### src/rtl/ru_write_sequencer.sv
// ru_write_sequencer
//
// Owns the single write port of the 32x32 register unit. Sits between the
// core writeback stage and the register unit and drives its rd / DataWR /
// RUWr inputs.
//
// The core writeback path has priority on the port. An auxiliary requester
// (multi-cycle unit, loader, debug) is buffered in a small FIFO. If the head
// entry loses to the core for STARVE_LIMIT consecutive cycles, it is forced
// through and the core is stalled for that one cycle.
//
// Build option RU_INIT_CLEAR_EN:
//   defined   - after reset, an INIT sweep writes x1..x31 (x2 = SP_INIT,
//               all others 0) before normal operation starts.
//   undefined - no sweep. The block runs normally from the first cycle
//               after reset, and register contents are left to the
//               register unit's own initialisation.
//
// Ports:
//   clk        - clock; all state updates on the posedge
//   rst        - synchronous active-high reset
//   core_we    - core writeback request this cycle
//   core_rd    - core destination register
//   core_data  - core writeback data
//   core_stall - core must hold; its write is not performed this cycle
//   aux_valid  - aux write request
//   aux_ready  - aux request accepted when aux_valid && aux_ready
//   aux_rd     - aux destination register
//   aux_data   - aux write data
//   ru_rd      - register unit rd
//   ru_data    - register unit DataWR
//   ru_wr      - register unit RUWr
//   init_done  - registered; high once the block is in normal operation
//
// state   | meaning
// --------+-----------------------------------------------------------
// ST_INIT | sweeping x1..x31 to their initial values (sweep build only)
// ST_RUN  | normal arbitration between core and aux FIFO

module ru_write_sequencer #(
`ifdef RU_INIT_CLEAR_EN
    parameter logic [31:0] SP_INIT      = 32'h0000_0200,
`endif
    parameter int          DEPTH        = 2,
    parameter int          STARVE_LIMIT = 4
) (
    input  logic        clk,
    input  logic        rst,
    input  logic        core_we,
    input  logic [4:0]  core_rd,
    input  logic [31:0] core_data,
    output logic        core_stall,
    input  logic        aux_valid,
    output logic        aux_ready,
    input  logic [4:0]  aux_rd,
    input  logic [31:0] aux_data,
    output logic [4:0]  ru_rd,
    output logic [31:0] ru_data,
    output logic        ru_wr,
    output logic        init_done
);

    localparam int             AW         = (DEPTH > 1) ? $clog2(DEPTH) : 1;
    localparam int             SW         = $clog2(STARVE_LIMIT + 1);
    localparam logic [AW:0]    FULL_CNT   = (AW + 1)'(DEPTH);
    localparam logic [SW-1:0]  STARVE_MAX = SW'(STARVE_LIMIT);

    logic [4:0]    fifo_rd   [DEPTH];
    logic [31:0]   fifo_data [DEPTH];
    logic [AW-1:0] head;
    logic [AW-1:0] tail;
    logic [AW:0]   count;
    logic [SW-1:0] starve_cnt;
    logic          init_done_q;

    logic run;
    logic active;
    logic empty;
    logic full;
    logic force_aux;
    logic grant_core;
    logic grant_aux;
    logic push;
    logic pop;

`ifdef RU_INIT_CLEAR_EN
    localparam logic [0:0] ST_INIT = 1'b0;
    localparam logic [0:0] ST_RUN  = 1'b1;

    logic [0:0] state;
    logic [4:0] idx;

    assign run = (state == ST_RUN);

    always_ff @(posedge clk) begin
        if (rst) begin
            state       <= ST_INIT;
            idx         <= 5'd1;
            init_done_q <= 1'b0;
        end else if (state == ST_INIT) begin
            idx <= idx + 5'd1;
            if (idx == 5'd31) begin
                state       <= ST_RUN;
                init_done_q <= 1'b1;
            end
        end
    end
`else
    assign run = 1'b1;

    always_ff @(posedge clk) begin
        if (rst) begin
            init_done_q <= 1'b0;
        end else begin
            init_done_q <= 1'b1;
        end
    end
`endif

    assign init_done = init_done_q;

    assign active = !rst && run;
    assign empty  = (count == '0);
    assign full   = (count == FULL_CNT);

    // Forced aux grant wins over the core; otherwise a real core write
    // (rd != 0) wins, and aux fills any cycle the core leaves unused.
    assign force_aux  = active && !empty && (starve_cnt == STARVE_MAX);
    assign grant_core = active && !force_aux && core_we && (core_rd != 5'd0);
    assign grant_aux  = active && !empty && !grant_core;

    // Readiness is taken from the pre-pop occupancy, so a full FIFO never
    // accepts even while it is draining. Writes to x0 complete the handshake
    // but are dropped here.
    assign push = active && aux_valid && !full && (aux_rd != 5'd0);
    assign pop  = grant_aux;

    always_comb begin
        ru_wr      = 1'b0;
        ru_rd      = 5'd0;
        ru_data    = 32'd0;
        core_stall = 1'b1;
        aux_ready  = 1'b0;
        if (active) begin
            core_stall = force_aux;
            aux_ready  = !full;
            if (grant_core) begin
                ru_wr   = 1'b1;
                ru_rd   = core_rd;
                ru_data = core_data;
            end else if (grant_aux) begin
                ru_wr   = 1'b1;
                ru_rd   = fifo_rd[head];
                ru_data = fifo_data[head];
            end
        end
`ifdef RU_INIT_CLEAR_EN
        else if (!rst) begin
            ru_wr   = 1'b1;
            ru_rd   = idx;
            ru_data = (idx == 5'd2) ? SP_INIT : 32'd0;
        end
`endif
    end

    always_ff @(posedge clk) begin
        if (push) begin
            fifo_rd[tail]   <= aux_rd;
            fifo_data[tail] <= aux_data;
        end
    end

    always_ff @(posedge clk) begin
        if (rst) begin
            head       <= '0;
            tail       <= '0;
            count      <= '0;
            starve_cnt <= '0;
        end else begin
            if (push) begin
                tail <= tail + AW'(1);
            end
            if (pop) begin
                head <= head + AW'(1);
            end
            case ({push, pop})
                2'b10:   count <= count + (AW + 1)'(1);
                2'b01:   count <= count - (AW + 1)'(1);
                default: count <= count;
            endcase
            if (grant_aux) begin
                starve_cnt <= '0;
            end else if (!empty && (starve_cnt != STARVE_MAX)) begin
                starve_cnt <= starve_cnt + SW'(1);
            end
        end
    end

endmodule

### config.mk
export PLATFORM = sky130hd
export DESIGN_NAME = ru_write_sequencer
export DESIGN_NICKNAME = d
export VERILOG_FILES = /design/src/rtl/ru_write_sequencer.sv
export SDC_FILE = /design/constraint.sdc
export NUM_CORES = 1
export LEC_CHECK = 0
export ABC_AREA = 1
export CORE_MARGIN = 8
export CORE_UTILIZATION = 42
export CTS_BUF_LIST = sky130_fd_sc_hd__clkbuf_16
export CTS_CLUSTER_SIZE = 25
export DETAILED_ROUTE_END_ITERATION = 10
export PLACE_DENSITY_LB_ADDON = 0.3
export SYNTH_ARGS = -nofsm -noshare
export SYNTH_HDL_FRONTEND = slang
export SYNTH_SLANG_ARGS = --single-unit
### constraint.sdc
create_clock -name clk -period 2.65 [get_ports clk]
set_clock_uncertainty 0.05 [all_clocks]
set_input_delay 0.265 -clock clk [delete_from_list [all_inputs] [get_ports clk]]
set_output_delay 0.265 -clock clk [all_outputs]
set_load 0.05 [all_outputs]
Word-level counts from Yosys, hierarchy flattened --
Memory sizes are Yosys's and may differ from the RTL's. A register that Yosys moved wholly into a read port is not among the register bits. Cells that the tools add are included.
Word-level totals: register bits after elaboration 8, bits in writable memories 74, bits of input ports 78, memories 2
Cells by class: add/subtract/negate cells 5, eq/ne operators 5, mux-type cells 19, reduce and logical (&&, ||, !) cells 20
Memory list:
- fifo_data | words 2, bits a word 32, read ports 1, clocked after Yosys merged registers in 1, write ports 1, RTL line 69 | logic [31:0] fifo_data [DEPTH];
- fifo_rd | words 2, bits a word 5, read ports 1, clocked after Yosys merged registers in 1, write ports 1, RTL line 68 | logic [4:0] fifo_rd [DEPTH];
Operator list (number):
- 32-bit two-way mux | 3
- 5-bit two-way mux | 3
- 1-bit two-way mux | 12
- 1-bit logical AND | 10
- 5-bit nonzero test | 2
- 1-bit zero test | 5
- 2-bit equality test, second input constant | 2
- 2-bit one-hot mux with 2 select lines | 1
- 3-bit by 1-bit adder with 3-bit output, second input constant | 1
- 3-bit equality test, second input constant | 1
- 3-bit != test, second input constant | 1
- 1-bit adder, second input constant | 2
- 2-bit by 1-bit adder with 2-bit output, second input constant | 1
- 2-bit by 1-bit equality test with 1-bit output, second input constant | 1
- 2-bit zero test | 1
- 2-bit nonzero test | 1
- 2-bit OR reduction | 1
- 2-bit by 1-bit subtractor with 2-bit output, second input constant | 1

Depth between registers and ports, before layout --
Gate-level depths: netlist of the first run.
depth after elaboration 13, mapped depth 15, mapped depth without buffers 13

Worst setup path before layout of the first run --
OpenSTA, ideal clock, no wires.
path type register to register, start point register count[0], end point memory fifo_data[0][0], enable pin, library setup time 431 ps, arrival time 2190 ps, data required time 2169 ps, slack -21 ps, cell stages (with the launch flop) 5, path buffers 0, period minus slack after synthesis 2671 ps, cells stage by stage dfxtp_1 nor2_1 nor2_1 nand2_1 nor2_1
On the way: word-level cells in the longest chain between the ends 6
Ends and longest elaborated chain:
- from (decl) | RTL line 72 | logic [AW:0] count;
- from (signal assigned) | RTL line 187 | 2'b10: count <= count + (AW + 1)'(1);
- from (signal assigned) | RTL line 188 | 2'b01: count <= count - (AW + 1)'(1);
- from (signal assigned) | RTL line 189 | default: count <= count;
- 2-bit equality test | RTL line 124 | assign full = (count == FULL_CNT);
- 1-bit zero test | RTL line 135 | assign push = active && aux_valid && !full && (aux_rd != 5'd0);
- 1-bit logical AND (2 in a row) | RTL line 135
- 1-bit two-way mux | RTL line 167 | if (push) begin
- 1-bit two-way mux (not written as such) | RTL line 169 | fifo_data[tail] <= aux_data;
- to (decl) | RTL line 69
No other way between the ends.

Worst setup path in the final report of the first run --
start point register starve_cnt[0], end point output port ru_data[31]
On the way: word-level cells in the longest chain between the ends 11
Ends and longest elaborated chain:
- from (decl) | RTL line 73 | logic [SW-1:0] starve_cnt;
- from (signal assigned) | RTL line 194 | starve_cnt <= starve_cnt + SW'(1);
- 3-bit equality test (*) | RTL line 128 | assign force_aux = active && !empty && (starve_cnt == STARVE_MAX);
- 1-bit logical AND (*) | RTL line 128
- 1-bit zero test (*) | RTL line 129 | assign grant_core = active && !force_aux && core_we && (core_rd != 5'd0);
- 1-bit logical AND (*) (3 in a row) | RTL line 129
- 1-bit zero test | RTL line 130 | assign grant_aux = active && !empty && !grant_core;
- 1-bit logical AND | RTL line 130
- 32-bit two-way mux | RTL line 151 | end else if (grant_aux) begin
- 32-bit two-way mux (*) | RTL line 147 | if (grant_core) begin
- 32-bit two-way mux (*) | RTL line 144 | if (active) begin
- to (decl) | RTL line 58 | output logic [31:0] ru_data,
Every way passes the cells marked *; elsewhere a longest branch is shown, timed or not.

==> run metrics, run 1 <==
status completed; post-synthesis async set-or-reset flop share 0; DR iter-0 viols 68; Final setup viols 0; starting density of the core 0.425; top cells by area, synth edfxtp_1 61%, mux2i_1 10%, o22ai_2 6.5%; cts hold-fix bufs 0; unrepaired setup endpoints after global routing no; Mean Syn Cell Area 13.7 µm²; first-pass GRT wire length 12,300 µm; die height 109 µm; VDD IR max 0.360 mV; Synth area leader edfxtp_1; Setup Total Neg Slack 0 ns; number of synthesized flops with an enable pin 74; IO Pins 119; CP endpoint kind output pin; H-Tree Depth 3; MaxCap Viol Count 0; Switching Share 0.278; largest net degree at the start of global routing 39; Setup Fix Bufs, Post-CTS 0; Via-to-Cell Ratio 4.75; CP Max Fanout 21; Synth Net Count 347; final core occ 0.608; cell family contributing the most delay on the critical path buffers and inverters; Psw 1.04 mW; crit-path cells inv_1 > ha_1 > nand2_1 > nor2_2 > nor2_4 > nand3_2 > nand2_2 > buf_4 > o22ai_1 > buf_4; Critical Path Start starve_cnt[0]; Root Driver clkbuf_16; crit path DAT 2.14 ns; clock network power share 0.338; Synth Flop Type edfxtp_1; GRT busiest layer met2; Stages on worst setup path 10; Slew Limit Fails 0; post-synth top area share 0.608; worst slack, placed 0.390 ns; sequential power share 0.415; max_slew headroom 0.664; count of final hold-check violations 0; layout cells sized above 1 0.226; Global Route Usage Sum 0.136; Filler Cell Count 662; pwr dens 713 nW/µm²; TritonCTS Buffers 9; post-synthesis register bit count 83; vias in the first global route 2,495; core box area 8590 µm²; HPWL Detailed 6000 µm; Critical Path Max Stage Delay 0.37 ns; initial antenna violation count 0; FMAX 408 MHz; Die X 109 µm; ANT nets after route 0; clk buf depth 2; sequential fraction of the synthesis area 0.658; Worst setup SP type flip-flop; period utilization 0.925; Syn Std Cell Area 3650 µm²; worst hold slack 0.451 ns; hold path depth 2; count leader, synth edfxtp_1; Hold WC Path Type reg -> reg; routed vias 2,406; GRT met1 Usage 0.167; Hold Startpoint count[1]; clock sinks 83; min Tclk post-route 2.45 ns; CTS tree yes; R2R setup slack 0.55 ns; Worst path most repeated cell buf_4; TritonRoute pass-1 iters 4; WP buf/inv 3; r2r startpoint starve_cnt[0]; area of the multi-input gates 988 µm²; diode count 0; Worst EP required 2.34 ns; DRC viols 0; Synthesis Warnings 0; post-synthesis cell type count 24; IO buf count 118; total grt overflow 0; cells after synthesis 266; slowest cell on the critical path dfxtp_1; GP Congestion 0.794; kind of critical path reg -> out; Combinational Power Share 0.247; Worst Tran Pin Value 0.503 ns; final setup margin 0.199 ns; static leakage 2.01 nW; commonest cells in the netlist 74 x edfxtp_1, 45 x inv_1, 37 x mux2i_1, 19 x o22ai_2, 16 x o22ai_1; die outline area 11,900 µm²; routed length per placed instance 15.8 µm; Worst-path clk slew 0.06 ns; Worst R2R Path Depth 13; routed wire length 7990 µm; met2 usage 0.213; Sequential cell area 2400 µm²; post_cts resized 0; Final #Nets 474; Site Rows 34; met3 track demand over resource 0.0455; Worst-Skew Late Latency 0.32 ns; area grow syn2layout 43.1%; internal power 2.69 mW
[per-layer routing]
layer / routed length [µm] / vias to the layer above / part of all wire
met4: 76 / 0 / 0.0095
met2: 3690 / 89 / 0.46
li1: - / 1209 / -
met1: 3520 / 1102 / 0.44
met5: 0 / - / 0
met3: 708 / 6 / 0.089
[kinds of logic after synthesis]
family          synth area share
compound gates             0.108
xor+xnor                 0.00720
fa+ha+maj                 0.0103
buf+inv                   0.0737
flops                      0.658
mux                        0.101
simple gates              0.0421
[tightest hold or removal path, cell delays in order (launching register included)]
cell and delay, ns:
dfxtp_1 0.31, inv_1 0.08, a21oi_1 0.06
[cell type report]
| cell class | count | share of cell area |
|---|---|---|
| flip-flops and latches | 83 | 0.460 |
| well taps | 108 | 0.0258 |
| multi-input cells | 123 | 0.189 |
| inverters | 48 | 0.0345 |
| clock buffers | 9 | 0.0431 |
| repair buffers | 128 | 0.232 |
| clock inverters | 7 | 0.0160 |
[through the flow]
step,cell area (µm²),total power [mW],cells
floorplan,3650,2.17,266
detailed placement,4920,2.51,490
CTS,5230,3.77,506
finish,5230,3.73,506
global placement,4920,2.49,490
global route,5230,3.88,506
[power groups by stage]
stage                     clock network [mW]  logic [mW]  registers [mW]
final                                   1.26       0.921            1.55
after global routing                    1.35       0.985            1.56
after CTS                               1.29       0.934            1.55
after detailed placement                   0       0.931            1.58
after global placement                     0       0.919            1.57
after floorplan                            0       0.615            1.56
[sequential cells by signal (all words and copies together), names as in the netlist, named ones only]
signal and flops:
count 2, fifo_data 64, fifo_rd 10, head 1, init_done 1, starve_cnt 3
tail 1
[final timing paths]
check	to
worst min-delay path	count[1]
worst max-delay path	ru_data[31]
worst max register to register	count[1]
worst min register to register	count[1]
[cells in the final DEF, fill, tap and decap left out, types with 2 or more instances in the layout]
master	instances
clkdlybuf4s50_1	80
edfxtp_1	74
inv_1	45
buf_4	44
mux2i_1	37
o22ai_2	19
o22ai_1	16
nor2_1	13
nand2_1	11
clkbuf_16	9
dfxtp_1	8
a21oi_1	4
o21ai_0	4
buf_12	4
inv_2	3
nand3_1	3
o21ai_1	3
clkinv_1	3
xor2_1	3
ha_1	3
nor2_2	2
nor2_4	2
bufinv_16	2
No activity file was read; power rests on OpenSTA's default activity.
==> inputs of run 2 (changes only) <==
- CORE_UTILIZATION: 42 -> 43
- CTS_BUF_LIST: sky130_fd_sc_hd__clkbuf_16 -> sky130_fd_sc_hd__clkbuf_8
==> run 2 against run 1 <==
Against the previous run: combinational power rose by 1%; flip-flop and latch count did not move; cell count fell by 0.79%; die area fell by 2.0%; critical endpoint is now ru_data[2]; largest power group unchanged.
==> run metrics, run 2 (same netlist as run 1, synthesis figures left out) <==
status completed; Worst R2R Path Depth 13; DR iter-0 viols 90; vias in the first global route 2,679; IO Pins 119; Worst Tran Pin Value 0.495 ns; FMAX 420 MHz; commonest non-fill, non-tap cell in the layout clkdlybuf4s50_1; Site Rows 33; Final setup viols 0; first-pass GRT wire length 13,000 µm; Worst setup SP type flip-flop; max_slew headroom 0.669; CTS tree yes; largest register by flop count fifo_data; routed wire length 8170 µm; most frequent cells in the layout 80 x clkdlybuf4s50_1, 74 x edfxtp_1, 44 x inv_1; H-Tree Depth 3; Hold WC Path Type in -> reg; max FFs per register 64; IO buf count 118; Slew Limit Fails 0; worst hold slack 0.445 ns; Global Route Usage Sum 0.144; diode count 0; TritonCTS Buffers 9; clock sinks 83; TritonRoute pass-1 iters 4; CP Max Fanout 24; area grow syn2layout 40.6%; clk buf depth 2; total grt overflow 0; Final #Nets 473; Worst-path clk slew 0.09 ns; Root Driver clkbuf_8; ANT nets after route 0; initial antenna violation count 0; DRC viols 0; Die X 108 µm; hold path depth 1; VDD IR max 0.383 mV; CP endpoint kind output pin; routed length per placed instance 16.3 µm; unrepaired setup endpoints after global routing no; starting density of the core 0.444; static leakage 1.97 nW; min Tclk post-route 2.38 ns; die height 108 µm; pwr dens 676 nW/µm²; routed vias 2,443; R2R setup slack 0.51 ns; Worst EP required 2.34 ns; die outline area 11,700 µm²; Setup Fix Bufs, Post-CTS 0; MaxCap Viol Count 0; kind of critical path reg -> out; Setup Total Neg Slack 0 ns; Via-to-Cell Ratio 4.87; count of final hold-check violations 0; largest net degree at the start of global routing 30; Worst-Skew Late Latency 0.34 ns; Top Registers fifo_data: 64 flops, fifo_rd: 10 flops, starve_cnt: 3 flops; HPWL Detailed 5920 µm; crit path DAT 2.06 ns; GP Congestion 0.757; layout cells sized above 1 0.232; core box area 8220 µm²; period utilization 0.898
run 2: where the power goes:
part           internal [mW]  switching [mW]
Combinational          0.373           0.559
Clock                  0.537           0.460
Sequential              1.50          0.0395
Total                   2.41            1.06
run 2: cell type report:
type / instances / area [µm²]
multi-input combinational: 123 / 988
timing repair buffer: 127 / 1210
sequential: 83 / 2400
tap: 105 / 131
fill: 659 / 3080
clock inverter: 7 / 98.8
inverter: 48 / 180
clock buffer: 9 / 124
run 2: path summary, 6_finish.rpt:
kind	to	start
setup reg to reg	count[1]	starve_cnt[0]
setup / recovery	ru_data[2]	starve_cnt[0]
hold reg to reg	count[1]	count[1]
hold / removal	fifo_data[1][21]	aux_data[21]
run 2: timing repair:
action / in CTS / in global routing
resized for setup: 0 / 1
hold buffers: 0 / 0
endpoints found under the setup margin: 0 / 1
run 2: worst max-delay path, cell delays in order (launching register included):
cell and delay (ns):
dfxtp_1 0.37, inv_1 0.06, ha_1 0.21, nand2_1 0.09, nor2_2 0.06, nor2_4 0.11, nand3_2 0.13, nand2_2 0.12
buf_6 0.25, o22ai_1 0.11, buf_4 0.20
run 2: per-layer routing:
| layer | vias up | track usage | wire length (µm) |
|---|---|---|---|
| li1 | 1202 | - | - |
| met1 | 1146 | 0.158 | 3190 |
| met2 | 83 | 0.242 | 4020 |
| met3 | 12 | 0.0583 | 812 |
| met4 | 0 | 0.0595 | 138 |
| met5 | - | 0 | 0 |
run 2: stage by stage:
stage                util  area (µm²)  std cells  worst slack, ns  power [mW]
detailed placement  0.597        4910        486            0.387        2.51
CTS                 0.624        5130        502            0.165        3.51
finish              0.625        5130        502            0.270        3.47
global route        0.625        5130        502           0.0580        3.63
floorplan               -        3650        266            0.487        2.17
global placement    0.597        4910        486            0.470        2.49
==> inputs of run 3 (changes only) <==
- CTS_CLUSTER_DIAMETER: default -> 80
==> results of run 3 <==
No change in the layout: final DEF, timing and power equal those of run 2.
